`src/rtl/dino_pkg.sv`:
```
// rtl/dino_pkg.sv - shared types and constants for the Dino Run blocks
//
// Holds the jump FSM state type and the geometry and controller-bit
// constants shared by the jump controller and the renderer.
package dino_pkg;

  typedef enum logic [1:0] {
    GROUND = 2'd0,
    RISE   = 2'd1,
    FALL   = 2'd2,
    DEAD   = 2'd3
  } dino_jump_state_t;

  localparam int DINO_GROUND_Y   = 348;
  localparam int DINO_W          = 32;
  localparam int DINO_H          = 32;
  localparam int CTRL_JUMP_BIT   = 5;
  localparam int CTRL_REPLAY_BIT = 4;

endpackage

```
`src/rtl/dino_tick_div.sv`:
```
// rtl/dino_tick_div.sv - physics tick divider
//
// Counts clk cycles 0..PHYS_DIV-1 and flags the last one as a tick.
// Ports:
//   clk   in  system clock
//   reset in  synchronous, active-high
//   hold  in  forces the counter to 0 (no ticks while held)
//   tick  out high in the cycle the counter sits at PHYS_DIV-1
module dino_tick_div #(
  parameter int PHYS_DIV = 500_000
) (
  input  logic clk,
  input  logic reset,
  input  logic hold,
  output logic tick
);

  localparam int CW = $clog2(PHYS_DIV);
  localparam logic [CW-1:0] LAST = CW'(PHYS_DIV - 1);

  logic [CW-1:0] tcnt_q, tcnt_d;

  assign tick = (tcnt_q == LAST);

  always_comb begin
    tcnt_d = tcnt_q + CW'(1);
    if (hold || tick) begin
      tcnt_d = '0;
    end
  end

  always_ff @(posedge clk) begin
    if (reset) begin
      tcnt_q <= '0;
    end else begin
      tcnt_q <= tcnt_d;
    end
  end

endmodule

```
`src/rtl/dino_jump_ctrl.sv`:
```
// rtl/dino_jump_ctrl.sv - dino jump physics FSM with frame-synchronous output
//
// Turns a jump-button press into a gravity trajectory and publishes the
// sprite y to the renderer only at frame start.
// Ports:
//   clk               in  system clock
//   reset             in  synchronous, active-high
//   controller_report in  registered controller byte (JUMP_BIT = jump button)
//   game_over         in  level from the collision block; freezes the dino
//   frame_start       in  one-cycle pulse at the start of vertical blanking
//   dino_y            out sprite top y, updated on frame_start
//   airborne          out state != GROUND, updated on frame_start
//   landed            out one-cycle pulse after the landing tick
module dino_jump_ctrl
  import dino_pkg::*;
#(
  parameter int GROUND_Y = DINO_GROUND_Y,
  parameter int MIN_Y    = 40,
  parameter int JUMP_V0  = 12,
  parameter int GRAVITY  = 1,
  parameter int PHYS_DIV = 500_000,
  parameter int JUMP_BIT = CTRL_JUMP_BIT
) (
  input  logic        clk,
  input  logic        reset,
  input  logic [7:0]  controller_report,
  input  logic        game_over,
  input  logic        frame_start,
  output logic [10:0] dino_y,
  output logic        airborne,
  output logic        landed
);

  localparam logic [10:0] GY = 11'(GROUND_Y);
  localparam logic [10:0] MY = 11'(MIN_Y);
  localparam logic [5:0]  V0 = 6'(JUMP_V0);
  localparam logic [5:0]  GR = 6'(GRAVITY);

  dino_jump_state_t state_q, state_d;
  logic [10:0] y_int_q, y_int_d;
  logic [5:0]  vel_q, vel_d;
  logic        pending_q, pending_d;
  logic        landed_q, landed_d;
  logic        btn_q;
  logic [10:0] dino_y_q;
  logic        airborne_q;

  logic        btn, press, tick, hold;
  logic [11:0] rise_y, fall_y;
  logic        rise_clamp;
  logic [6:0]  vel_inc;
  logic        unused_report;

  assign unused_report = ^controller_report;
  assign btn   = controller_report[JUMP_BIT];
  assign press = btn & ~btn_q;

  // The counter is also cleared on the cycle game_over arrives, so it
  // already reads 0 in the first DEAD cycle and restarts from 0 on exit.
  assign hold = game_over | (state_q == DEAD);

  dino_tick_div #(.PHYS_DIV(PHYS_DIV)) u_tick_div (
    .clk  (clk),
    .reset(reset),
    .hold (hold),
    .tick (tick)
  );

  // 12-bit arithmetic: the clamp test avoids y - vel wrapping below 0.
  assign rise_y     = {1'b0, y_int_q} - {6'b0, vel_q};
  assign rise_clamp = {1'b0, y_int_q} < ({6'b0, vel_q} + {1'b0, MY});
  assign fall_y     = {1'b0, y_int_q} + {6'b0, vel_q};
  assign vel_inc    = {1'b0, vel_q} + {1'b0, GR};

  always_comb begin
    state_d   = state_q;
    y_int_d   = y_int_q;
    vel_d     = vel_q;
    pending_d = pending_q;
    landed_d  = 1'b0;
    if (game_over) begin
      // game_over beats any same-cycle tick: no physics update.
      state_d   = DEAD;
      pending_d = 1'b0;
    end else begin
      case (state_q)
        GROUND: begin
          y_int_d = GY;
          vel_d   = '0;
          if (tick && (pending_q || press)) begin
            vel_d     = V0;
            pending_d = 1'b0;
            state_d   = RISE;
          end else if (press) begin
            pending_d = 1'b1;
          end
        end
        RISE: begin
          if (tick) begin
            y_int_d = rise_clamp ? MY : rise_y[10:0];
            if (vel_q <= GR) begin
              vel_d   = '0;
              state_d = FALL;
            end else begin
              vel_d = vel_q - GR;
            end
          end
        end
        FALL: begin
          if (tick) begin
            if (fall_y >= {1'b0, GY}) begin
              y_int_d  = GY;
              vel_d    = '0;
              state_d  = GROUND;
              landed_d = 1'b1;
            end else begin
              y_int_d = fall_y[10:0];
              vel_d   = (vel_inc > {1'b0, V0}) ? V0 : vel_inc[5:0];
            end
          end
        end
        DEAD: begin
          pending_d = 1'b0;
          y_int_d   = GY;
          vel_d     = '0;
          state_d   = GROUND;
        end
        default: state_d = GROUND;
      endcase
    end
  end

  always_ff @(posedge clk) begin
    if (reset) begin
      state_q    <= GROUND;
      y_int_q    <= GY;
      vel_q      <= '0;
      pending_q  <= 1'b0;
      landed_q   <= 1'b0;
      btn_q      <= 1'b0;
      dino_y_q   <= GY;
      airborne_q <= 1'b0;
    end else begin
      state_q   <= state_d;
      y_int_q   <= y_int_d;
      vel_q     <= vel_d;
      pending_q <= pending_d;
      landed_q  <= landed_d;
      btn_q     <= btn;
      // Samples the pre-update state, so the sprite never tears mid-frame.
      if (frame_start) begin
        dino_y_q   <= y_int_q;
        airborne_q <= (state_q != GROUND);
      end
    end
  end

  assign dino_y   = dino_y_q;
  assign airborne = airborne_q;
  assign landed   = landed_q;

endmodule

```
`config.mk`:
```
export PLATFORM = sky130hd
export DESIGN_NAME = dino_jump_ctrl
export DESIGN_NICKNAME = d
export VERILOG_FILES = /design/src/rtl/dino_pkg.sv /design/src/rtl/dino_tick_div.sv /design/src/rtl/dino_jump_ctrl.sv
export SDC_FILE = /design/constraint.sdc
export NUM_CORES = 1
export LEC_CHECK = 0
export ABC_AREA = 1
export CELL_PAD_IN_SITES_DETAIL_PLACEMENT = 1
export CELL_PAD_IN_SITES_GLOBAL_PLACEMENT = 1
export CORE_ASPECT_RATIO = 0.7
export CORE_UTILIZATION = 39
export CTS_CLUSTER_SIZE = 8
export DETAILED_ROUTE_END_ITERATION = 12
export MAX_ROUTING_LAYER = met4
export PLACE_DENSITY_LB_ADDON = 0.1
export SYNTH_ARGS = -nofsm -noshare
export SYNTH_HDL_FRONTEND = slang
export SYNTH_SLANG_ARGS = --single-unit
```
`constraint.sdc`:
```
create_clock -name clk -period 2.19 [get_ports clk]
set_input_delay 0.3285 -clock clk [delete_from_list [all_inputs] [get_ports clk]]
set_output_delay 0.3285 -clock clk [all_outputs]
set_load 0.02 [all_outputs]
```
==> results of run 1 <==
==> placed cells by master, fill, tap and decap left out, types with 3 or more instances in the layout <==
cell type / count
nand2_1: 84
buf_4: 78
inv_1: 52
dfxtp_1: 41
nor2_1: 32
nand3_1: 32
a21oi_1: 30
o21ai_0: 28
nand2_2: 23
clkdlybuf4s50_1: 17
inv_2: 14
ha_1: 14
xor2_1: 12
ha_4: 12
nand3_2: 11
nand4_1: 10
nor3_1: 9
nor2_4: 8
nor2_2: 8
a21oi_2: 8
dfxtp_2: 7
nand2_4: 5
a21oi_4: 5
o21ai_1: 5
or2_2: 5
o21ai_2: 5
clkbuf_16: 5
dfxtp_4: 5
inv_4: 4
buf_6: 4
nand3_4: 3
o21ai_4: 3
==> routing by layer <==
layer | share of wire (%) | global-route usage, % | up-vias | routed length (um)
met5 | 0 | - | - | 0
met1 | 45 | 39.7 | 1981 | 6720
li1 | - | - | 1888 | -
met3 | 4.3 | 4.43 | 45 | 646
met4 | 2.7 | 8.97 | 0 | 404
met2 | 48 | 50.5 | 128 | 7130
==> through the flow <==
stage          area [um^2]  setup TNS (ns)  setup slack [ns]  hold slack [ns]
2_1_floorplan         3580               0          0.000618            0.420
3_3_place_gp          4330           -1.89            -0.210            0.435
3_5_place_dp          4330           -3.71            -0.325            0.448
4_1_cts               4820          -0.326           -0.0591            0.459
5_1_grt               5230           -3.88            -0.264            0.478
6_report              5230           -2.51            -0.199            0.454
==> cells in the mapped netlist, types with 3 or more instances <==
library cell	count
nand2_1	108
inv_1	61
dfxtp_1	53
nand3_1	43
nor2_1	42
a21oi_1	40
o21ai_0	31
ha_1	27
xor2_1	14
nor3_1	11
nand4_1	10
o21ai_1	10
inv_2	8
clkbuf_1	7
nand2_2	5
or2_2	5
a21oi_2	3
nor2_2	3
nor2_4	3
==> kinds of logic (layout without fill, tap and decap cells) <==
kind of cell / after synthesis / in the layout
and+or+nand+nor: 239 / 239
AOI/OAI and AO/OA: 98 / 98
buffers and inverters: 83 / 180
DFF: 53 / 53
adders and majority gates: 29 / 29
xor gates and xnor gates: 15 / 15
==> registers in the layout (all words and copies together), names as in the netlist <==
name / count
u_tick_div.tcnt_q: 19
btn_q: 1
dino_y: 11
pending_q: 1
landed: 1
vel_q: 6
y_int_q: 11
airborne: 1
state_q: 2
==> power groups by stage <==
| stage | combinational, mW | sequential [mW] | clock, mW |
|---|---|---|---|
| after floorplan | 0.847 | 1.12 | 0 |
| after global placement | 1.42 | 1.10 | 0 |
| after detailed placement | 1.47 | 1.10 | 0 |
| after CTS | 1.70 | 1.10 | 0.820 |
| after global routing | 2.30 | 1.11 | 0.862 |
| final | 2.17 | 1.10 | 0.833 |
==> critical path, stage by stage (launching register included) <==
cell     delay (ns)
dfxtp_4        0.37
ha_4           0.17
fa_2           0.41
nand3_2        0.11
nand2_4        0.08
a21oi_4        0.19
nor2_2         0.07
xor2_2         0.17
nand2_4        0.15
nand2_8        0.11
o21ai_4        0.18
nand3_2        0.11
nand2_1        0.08
nand2_1        0.07
==> how the worst min path moves through the flow <==
stage,slack (ns),cells past startpoint,startpoint,end
3_3_place_gp,0.43,2,pending_q,pending_q
5_1_grt,0.48,2,u_tick_div.tcnt_q[17],u_tick_div.tcnt_q[17]
3_5_place_dp,0.45,2,u_tick_div.tcnt_q[17],u_tick_div.tcnt_q[17]
2_1_floorplan,0.42,2,pending_q,pending_q
6_report,0.45,2,u_tick_div.tcnt_q[17],u_tick_div.tcnt_q[17]
4_1_cts,0.46,2,u_tick_div.tcnt_q[17],u_tick_div.tcnt_q[17]
==> final cells by class <==
class                           count  area, um^2  area share (%)
Timing Repair Buffer              101         841            16.1
Inverter                           71         277            5.29
Clock buffer                        5         125            2.39
Tap cell                          120         150            2.87
Sequential cell                    53        1090            20.8
Multi-Input combinational cell    381        2730            52.2
Clock inverter                      3        21.3           0.407
==> repair_timing <==
| action | 4_1_cts | 5_1_grt |
|---|---|---|
| resized for setup | 72 | 79 |
| endpoints found under the setup margin | 18 | 22 |
| pin swaps | 23 | 36 |
| buffers inserted | 4 | 13 |
| cloned | 0 | 0 |
==> flow_metrics.env, run 1 <==
export IMPL_status="finished with violations"
export IMPL_violations="setup timing"
export IMPL_synth_cell_types=43
export IMPL_cts_root_buf="clkbuf_16"
export IMPL_max_slew_margin_pct=44.3
export IMPL_worstSetupPathType="register to register"
export IMPL_htreeDepth=2
export IMPL_yosys_area_share_simple_pct=31.1
export IMPL_fin_ws_ns=-0.199
export IMPL_fp_dieW_um=116
export IMPL_syn2layout_area_growth_pct=47.6
export IMPL_crit_fanout=7
export IMPL_final_hold_viol_count=0
export IMPL_clockPowerShare_pct=20.3
export IMPL_yosys_area_share_adder_pct=10.7
export IMPL_timing_critical_path_from="vel_q[0]"
export IMPL_fin_worst_skew_ns=0.00407
export IMPL_drive_above_1_share_pct=37.8
export IMPL_wl_per_cell_um=20.3
export IMPL_worstSetupEndpointType="register"
export IMPL_io_buffers=17
export IMPL_clock_fmax_mhz=419
export IMPL_vias_per_cell=5.51
export IMPL_syn_area_per_cell_um2=6.86
export IMPL_p_seq_share_pct=26.9
export IMPL_drv_cap=0
export IMPL_io_pins=25
export IMPL_hp_class="register to register"
export IMPL_final_core_util_pct=60.7
export IMPL_dr_pass1_iters=4
export IMPL_yosys_area_top_type="dfxtp_1"
export IMPL_synth_edff_count=0
export IMPL_initial_utilization_pct=41.1
export IMPL_slew_viol_final=0
export IMPL_combPwrFrac_pct=52.9
export IMPL_reg2reg_to="y_int_q[4]"
export IMPL_worstMarginPinSlew_ns=0.832
export IMPL_drt_iter0_drc=271
export IMPL_timing_final_setup_violations=17
export IMPL_ctsHoldBuffers=0
export IMPL_dpl_hpwl_um=9530
export IMPL_r2r_cells=13
export IMPL_num_vias=4042
export IMPL_r2r_start="vel_q[0]"
export IMPL_synth_top_area_share_pct=29.9
export IMPL_synth_xor_area_share_pct=3.71
export IMPL_synthesis_area_um2=3540
export IMPL_reg2reg_slack_ns=-0.20
export IMPL_dp_cells=709
export IMPL_grt_max_degree=18
export IMPL_placementRows=28
export IMPL_power_switching_mw=1.76
export IMPL_switching_share_pct=42.9
export IMPL_power_density_nw_per_um2=786
export IMPL_min_period_ns=2.39
export IMPL_wl_um=14900
export IMPL_clk_pin_slew_ns=0.08
export IMPL_synth_compound_area_share_pct=15.1
export IMPL_fin_cells=734
export IMPL_antenna_left=0
export IMPL_synth_top_family_by_area="simple AND/OR/NAND/NOR gates"
export IMPL_cp_required_ns=2.38
export IMPL_worstSetupStartpointType="register"
export IMPL_core_area_um2=8620
export IMPL_critPathArrivalTime_ns=2.58
export IMPL_overflow=0
export IMPL_n_fill_cell=1091
export IMPL_grt_first_pass_wirelength_um=21200
export IMPL_drc=0
export IMPL_diodes=0
export IMPL_fin_nets=654
export IMPL_grt_pass1_vias=4030
export IMPL_syn_inst=517
export IMPL_yosysWarnings=0
export IMPL_gp_congestion=0.878
export IMPL_syn_num_nets=558
export IMPL_grt_usage_pct=30.8
export IMPL_cts_max_path_buffers=2
export IMPL_yosysSeqAreaShare_pct=29.9
export IMPL_p_int_mw=2.35
export IMPL_cts_tree="built"
export IMPL_synth_mux_area_share_pct=0
export IMPL_synth_seq_cells=53
export IMPL_die_h_um=81.8
export IMPL_synth_async_reset_ratio_pct=0
export IMPL_period_share_pct=109
export IMPL_irDropWorstVdd_mv=0.448
export IMPL_insertion_delay_ns=0.30
export IMPL_cts_sinks=53
export IMPL_dieArea_um2=9480
export IMPL_power_leakage_nw=2.23
export IMPL_rsz0062_at_grt="yes"
export IMPL_cts_made_buffers=5
export IMPL_endpoint="y_int_q[4]"
export IMPL_synthFlopType="dfxtp_1"
export IMPL_finalPower_mw=4.11
export IMPL_synth_area_leaders="dfxtp_1 (30%), nand2_1 (11%), ha_1 (9.5%)"
export IMPL_antenna_found_initial=0
Power figures use the tool's default switching activity.
==> inputs of run 2 (changes only) <==
CTS_CLUSTER_SIZE = default   (was 8)
==> results of run 2 <==
Final layout, timing and power as in run 1 (identical DEF).
==> inputs of run 3 (changes only) <==
ABC_CLOCK_PERIOD_IN_PS = 2190   (was default)
==> results of run 3 <==
Final layout, timing and power as in run 1 (identical DEF).
